$ cat config.mk
export PLATFORM = sky130hd
export DESIGN_NAME = bcd3_count_ctrl
export DESIGN_NICKNAME = d
export VERILOG_FILES = /design/src/rtl/bcd3_count_ctrl.sv
export SDC_FILE = /design/constraint.sdc
export NUM_CORES = 1
export LEC_CHECK = 0
export CORE_MARGIN = 2
export CORE_UTILIZATION = 49
export DETAILED_ROUTE_END_ITERATION = 8
export MAX_ROUTING_LAYER = met4
export PLACE_DENSITY = 0.82
export SYNTH_ARGS = -nofsm -noshare
export SYNTH_HDL_FRONTEND = slang
export SYNTH_SLANG_ARGS = --single-unit
$ cat constraint.sdc
create_clock -name clk -period 3.4 [get_ports clk]
set_input_delay 0.68 -clock clk [delete_from_list [all_inputs] [get_ports clk]]
set_output_delay 0.68 -clock clk [all_outputs]
set_load 0.01 [all_outputs]
$ cat src/rtl/bcd3_count_ctrl.sv
// Three-digit packed-BCD counter sequencer: prescaled increments through a BCD
// incrementor, with start/stop/clear/load control, terminal count and sticky overflow.

module three_BCD_incrementor (
    input  logic [11:0] A,
    input  logic        en,
    output logic [11:0] out,
    output logic        V
);
    logic [3:0] carry;

    always_comb begin
        out      = A;
        carry    = '0;
        carry[0] = en;
        for (int unsigned i = 0; i < 3; i++) begin
            if (carry[i]) begin
                if (A[4*i +: 4] == 4'd9) begin
                    out[4*i +: 4] = 4'd0;
                    carry[i+1]    = 1'b1;
                end else begin
                    out[4*i +: 4] = A[4*i +: 4] + 4'd1;
                end
            end
        end
        V = carry[3];
    end
endmodule

module bcd3_count_ctrl #(
    parameter int unsigned TICK_DIV = 10,
    parameter int unsigned PW       = 4
) (
    input  logic        clk,
    input  logic        reset,
    input  logic        start,
    input  logic        stop,
    input  logic        clear,
    input  logic        load,
    input  logic [11:0] load_val,
    input  logic        limit_en,
    input  logic [11:0] limit,
    output logic [11:0] count,
    output logic        running,
    output logic        done,
    output logic        ovf,
    output logic        load_err
);
    typedef enum logic [1:0] {
        IDLE = 2'd0,
        RUN  = 2'd1,
        DONE = 2'd2
    } state_t;

    localparam logic [PW-1:0] TICK_LAST = PW'(TICK_DIV - 1);

    state_t      state_q, state_d;
    logic [11:0] count_q, count_d;
    logic [PW-1:0] presc_q, presc_d;
    logic        ovf_q, ovf_d;
    logic        load_err_q, load_err_d;

    logic        inc_en;
    logic [11:0] inc_out;
    logic        inc_v;

    function automatic logic is_bcd(input logic [11:0] v);
        logic ok;
        ok = 1'b1;
        for (int unsigned i = 0; i < 3; i++) begin
            if (v[4*i +: 4] > 4'd9) ok = 1'b0;
        end
        return ok;
    endfunction

    three_BCD_incrementor u_inc (
        .A   (count_q),
        .en  (inc_en),
        .out (inc_out),
        .V   (inc_v)
    );

    always_comb begin
        state_d    = state_q;
        count_d    = count_q;
        presc_d    = presc_q;
        ovf_d      = ovf_q;
        load_err_d = 1'b0;
        inc_en     = 1'b0;

        if (clear) begin
            count_d = '0;
            ovf_d   = 1'b0;
            presc_d = '0;
            state_d = IDLE;
        end else if (load) begin
            // A rejected load freezes the whole cycle, including any pending tick.
            if (is_bcd(load_val)) begin
                count_d = load_val;
                presc_d = '0;
                state_d = IDLE;
            end else begin
                load_err_d = 1'b1;
            end
        end else if (stop && state_q == RUN) begin
            state_d = IDLE;
        end else if (start && state_q == IDLE) begin
            state_d = RUN;
        end else if (!stop && state_q == RUN) begin
            if (presc_q == TICK_LAST) begin
                inc_en  = 1'b1;
                presc_d = '0;
                count_d = inc_out;
                if (inc_v) ovf_d = 1'b1;
                if (limit_en && is_bcd(limit) && inc_out == limit) begin
                    state_d = DONE;
                end
            end else begin
                presc_d = presc_q + 1'b1;
            end
        end
    end

    always_ff @(posedge clk) begin
        if (reset) begin
            state_q    <= IDLE;
            count_q    <= '0;
            presc_q    <= '0;
            ovf_q      <= 1'b0;
            load_err_q <= 1'b0;
        end else begin
            state_q    <= state_d;
            count_q    <= count_d;
            presc_q    <= presc_d;
            ovf_q      <= ovf_d;
            load_err_q <= load_err_d;
        end
    end

    assign count    = count_q;
    assign running  = (state_q == RUN);
    assign done     = (state_q == DONE);
    assign ovf      = ovf_q;
    assign load_err = load_err_q;
endmodule

### Word level (Yosys, flattened, before mapping)

Cells that the tools add are included.

* output and inout bits: 16
* register bits after elaboration: 20
* word-level logic and storage cells: 98

* multiplexer cells: 52
* bitwise logic cells: 3
* reduce and logical (&&, ||, !) cells: 18
* $add $sub $neg: 4
* magnitude comparators: 6
* eq/ne operators: 10

Operator list (count)
* 12-bit 2-to-1 mux: 6
* 4-bit 2-to-1 mux: 12
* 1-bit 2-to-1 mux: 27
* 4-bit > comparator, second input constant: 6
* 4-bit by 1-bit adder with 4-bit output, second input constant: 4
* 4-bit == test, second input constant: 4
* 2-bit 2-to-1 mux: 7
* 12-bit == test: 1
* 4-bit nonzero test: 3
* 4-bit AND reduction: 2
* 6-bit AND reduction: 1
* 1-bit logical AND: 5
* 5-bit AND reduction: 1
* 2-bit inequality test, second input constant: 2
* 2-bit nonzero test: 2
* 1-bit NOT: 3
* 3-bit OR reduction: 1
* 2-bit by 1-bit == test with 1-bit output, second input constant: 1
* 2-bit == test, second input constant: 1
* 2-bit logical NOT: 1
* 2-bit by 1-bit inequality test with 1-bit output, second input constant: 1
* 2-bit OR reduction: 1
* 1-bit logical NOT: 1

### Longest topological paths before layout

* word-level depth: 18
* depth in mapped cells: 10

### By module

Synthesis repeated with hierarchy kept, for this count alone.

* cell total of the unflattened synthesis: 176
* area total of the unflattened synthesis: 1536.5 µm²

Modules (own cells, without submodules)
* bcd3_count_ctrl: area an instance 1177.4 µm², cells each 127, seq. area each 400.4 µm², instances 1
* three_BCD_incrementor: area an instance 359.1 µm², cells each 49, seq. area each 0.0 µm², instances 1

### Worst setup path before layout

Ideal clock, no wire load.

* kind: input-to-reg
* start: in stop
* end: reg state_q[0]
* path slack: 494 ps
* data arrival time: 2790 ps
* stages: 9
* data required time: 3284 ps
* path buffers: 2
* path through: or3b_1 buf_6 or4_4 buf_6 nor3_4 nand2_2 a2111oi_4 nand4_1 a31o_1

* cells in the longest elaborated chain, start to end: 14
* elaborated cells on any way between the ends: 21
* classes of those cells: eq/ne: 1; mux: 12; reduce/logical: 8

RTL lines
* start, declared: line 37 `input logic stop,`
* 1-bit logical NOT: line 109 `end else if (!stop && state_q == RUN) begin`
* 1-bit logical AND: line 109
* 1-bit 2-to-1 mux: line 109
* 1-bit 2-to-1 mux: line 107 `end else if (start && state_q == IDLE) begin`
* 1-bit 2-to-1 mux: line 105 `end else if (stop && state_q == RUN) begin`
* 1-bit 2-to-1 mux: line 96 `end else if (load) begin`
* 1-bit 2-to-1 mux: line 91 `if (clear) begin`
* 1-bit 2-to-1 mux (2 in a row): line 17 `if (carry[i]) begin`
* 4-bit 2-to-1 mux: line 17
* 12-bit == test: line 115 `if (limit_en && is_bcd(limit) && inc_out == limit) begin`
* 1-bit logical AND: line 115
* 4-bit nonzero test (no source line)
* 4-bit AND reduction (no source line)
* end signal, assigned: line 132 `state_q <= state_d;`
* end, declared: line 57 `state_t state_q, state_d;`

Parallel ways exist; a longest one is shown, timed or not.
A chain may end at the register's enable or synchronous reset.

### Worst setup path in the final report

Ends and elaborated chain as after synthesis.

==> impl_summary.log <==
[metrics] clock tree from TritonCTS: yes
[metrics] number of warnings issued by yosys: 0
[metrics] critical-path maximum fanout: 8
[metrics] Synth area leader: sky130_fd_sc_hd__dfxtp_1
[metrics] worst-case clock buffer depth: 2
[metrics] number of antenna-violating nets in the routed design: 0
[metrics] top library cells by usage in the layout, fill and taps aside: sky130_fd_sc_hd__clkdlybuf4s50_1 (46), sky130_fd_sc_hd__nor2_1 (24), sky130_fd_sc_hd__dfxtp_1 (20)
[metrics] post-synth top area share: 22.8%
[metrics] maximum clock frequency: 329 MHz
[metrics] unrepaired setup endpoints after global routing: no
[metrics] Die Area: 4080 um^2
[metrics] via count of the first global-routing pass: 1777
[metrics] PostCTS Resize Cnt: 0
[metrics] outcome: completed
[metrics] average instance area after synthesis: 7.38 um^2
[metrics] starting density of the core: 51.8%
[metrics] total CTS buffers: 3
[metrics] Distinct cells, synth: 61
[metrics] Routed WL: 5240 um
[metrics] root buffer selected by CTS: sky130_fd_sc_hd__clkbuf_4
[metrics] Sinks on Clock Net: 20
[metrics] HPWL after detailed placement: 3790 um
[metrics] ports placed on the boundary: 47
[metrics] overall overflow remaining after global route: 0
[metrics] async set or reset register ratio after synthesis: 0%
[metrics] sequential fraction of the synthesis area: 22.8%
[metrics] number of antenna diodes: 0
[metrics] static leakage: 0.764 nW
[metrics] total cell area at the placement stage: 2300 um^2
[metrics] final period demand of the worst path: 3.03 ns
[metrics] worst skew pair latency: 0.32 ns
[metrics] CP Data Required Time: 3.64 ns
[metrics] area delta synth->final: 34.0%
[metrics] Synth Instances: 238
[metrics] class of the most critical setup path: in2reg
[metrics] multi-input combinational cell area: 1250 um^2
[metrics] flip-flop cell with the highest count after synthesis: sky130_fd_sc_hd__dfxtp_1
[metrics] Hold Path Class: reg2reg
[metrics] number of buffers added for setup after CTS: 0
[metrics] worst clock skew: 0.00490 ns
[metrics] minimum hold slack: 0.505 ns
[metrics] number of antenna violations at the first check in global routing: 0
[metrics] fill count: 284
[metrics] Synth Net Count: 271
[metrics] number of setup violations in the final report: 0
[metrics] Wirelength per Cell: 15.8 um
[metrics] initial DRC count: 214
[metrics] drt drc: 0
[metrics] Period Utilization, post-route: 89.3%
[metrics] flip-flop and latch area: 400 um^2
[metrics] number of hold buffers added after cts: 0
[metrics] total count of max-transition violations in the final report: 0
[metrics] data arrival time of the critical path: 3.27 ns
[metrics] count of flip-flops with a built-in enable after synthesis: 0
[metrics] post-layout net count: 320
[metrics] endpoints failing hold: 0
[metrics] fraction of layout instances using a drive strength above 1: 9.79%
[metrics] max-capacitance violation count: 0
[metrics] Final TNS setup: 0 ns
[metrics] register bit count reported by yosys: 20
[metrics] die outline width: 63.9 um
[metrics] final RePlAce weighted congestion: 0.983
[metrics] post-route cell area: 2350 um^2
[metrics] first-pass GRT wire length: 8480 um
[metrics] CTS clock-pin slew for the worst setup and hold paths: 0.14 ns
[metrics] placeable core area: 3390 um^2
[metrics] combined area of all synthesized cells: 1760 um^2
[metrics] die boundary height: 63.9 um
[metrics] power density over cell area: 252 nW/um^2
[metrics] most common cell after layout, fill and taps aside: sky130_fd_sc_hd__clkdlybuf4s50_1
[metrics] worst max-slew margin expressed relative to the limit: 60.6%
[metrics] Core Util, Final: 69.4%
[metrics] maximum number of pins on one net before global-route repair: 31
[metrics] top cells by area in the synthesized netlist: sky130_fd_sc_hd__dfxtp_1 (23%), sky130_fd_sc_hd__o21ai_0 (5.4%), sky130_fd_sc_hd__nor2_1 (5.1%)
[metrics] count of placed standard cells including taps: 328
[metrics] startpoint kind of the worst setup timing path: primary input
[metrics] via count: 2030
[metrics] Detailed Routing Iterations Pass 1: 5
[metrics] Rows: 21
[metrics] via count normalized by instance count: 6.11
[metrics] CP Capture Type: register
[metrics] number of H-tree branching levels: 1
[metrics] Worst Tran Pin Value: 0.591 ns
[metrics] overall track demand over capacity in global routing: 26.6%
[metrics] quantity of I/O buffers inserted on ports: 46
[metrics] Max IR drop VDD: 0.281 mV
[metrics] Post-Layout Cell Count: 332
-- layer usage --
layer,wire length (um),global-route usage (%)
met1,2420,36.6
met3,447,4.75
met4,71,6.79
met5,0,-
met2,2300,40.2
-- stage by stage --
step | total power, mW | setup slack, ns
after floorplan | 0.315 | 0.494
after detailed placement | 0.386 | 0.0336
final | 0.592 | 0.365
after global placement | 0.384 | 0.0800
after global routing | 0.616 | 0.265
after CTS | 0.593 | 0.382
-- cell usage after synthesis, drive strengths merged (4+ instances only) --
cell	count
a22oi	4
buf	4
nand2	20
nor4	7
nand4	5
nand2b	5
xnor2	7
nor2	24
nor3	9
o211ai	6
a21oi	17
o21a	4
o21ai	19
clkbuf	11
inv	10
nor2b	5
dfxtp	20
o31ai	4
-- cell type report --
| cell class | count | area share [%] |
|---|---|---|
| clock buffers | 3 | 0.957 |
| well taps | 46 | 2.45 |
| repair buffers | 59 | 23.7 |
| multi-input cells | 193 | 53.0 |
| clock inverters | 1 | 1.28 |
| inverters | 10 | 1.59 |
| flip-flops and latches | 20 | 17.0 |
-- critical path, cell delays in order --
cell	delay, ns
sky130_fd_sc_hd__clkdlybuf4s50_1	0.44
sky130_fd_sc_hd__or3b_1	0.38
sky130_fd_sc_hd__or4_4	0.62
sky130_fd_sc_hd__or4_1	0.54
sky130_fd_sc_hd__o211ai_1	0.11
sky130_fd_sc_hd__o31a_1	0.15
sky130_fd_sc_hd__nand4_1	0.11
sky130_fd_sc_hd__a31o_1	0.23
-- where the power goes --
| group | internal, mW | total (mW) | switching (mW) |
|---|---|---|---|
| clock | 0.119 | 0.209 | 0.0894 |
| combinational | 0.0710 | 0.138 | 0.0668 |
| sequential | 0.239 | 0.246 | 0.00700 |
| total | 0.429 | 0.592 | 0.163 |
-- flip-flops by register name, summed over array words and instances, names as in the netlist --
name and cells:
ovf 1, state_q 2, load_err 1, presc_q 4
count 12
-- logic make-up after synthesis --
kind of cell             after synthesis  synth area share [%]
XOR/XNOR                              10                  4.99
adder cells (fa/ha/maj)                2                  1.42
buffers and inverters                 25                  6.20
multiplexers                           3                  1.85
AO/OA/AOI/OAI                         77                  30.0
flip-flops                            20                  22.8
AND/OR/NAND/NOR                      101                  32.8
-- worst paths after layout --
check | startpoint | endpoint | slack, ns | depth (start not counted)
worst max-delay path | stop | state_q[0]$_SDFFE_PP0P_ | 0.37 | 8
worst min-delay path | count[11]$_SDFFE_PP0P_ | count[11]$_SDFFE_PP0P_ | 0.51 | 2
worst max register to register | count[1]$_SDFFE_PP0P_ | state_q[0]$_SDFFE_PP0P_ | 0.57 | 7
worst min register to register | count[11]$_SDFFE_PP0P_ | count[11]$_SDFFE_PP0P_ | 0.51 | 2
Note: power is estimated with default switching activity, not from simulation.
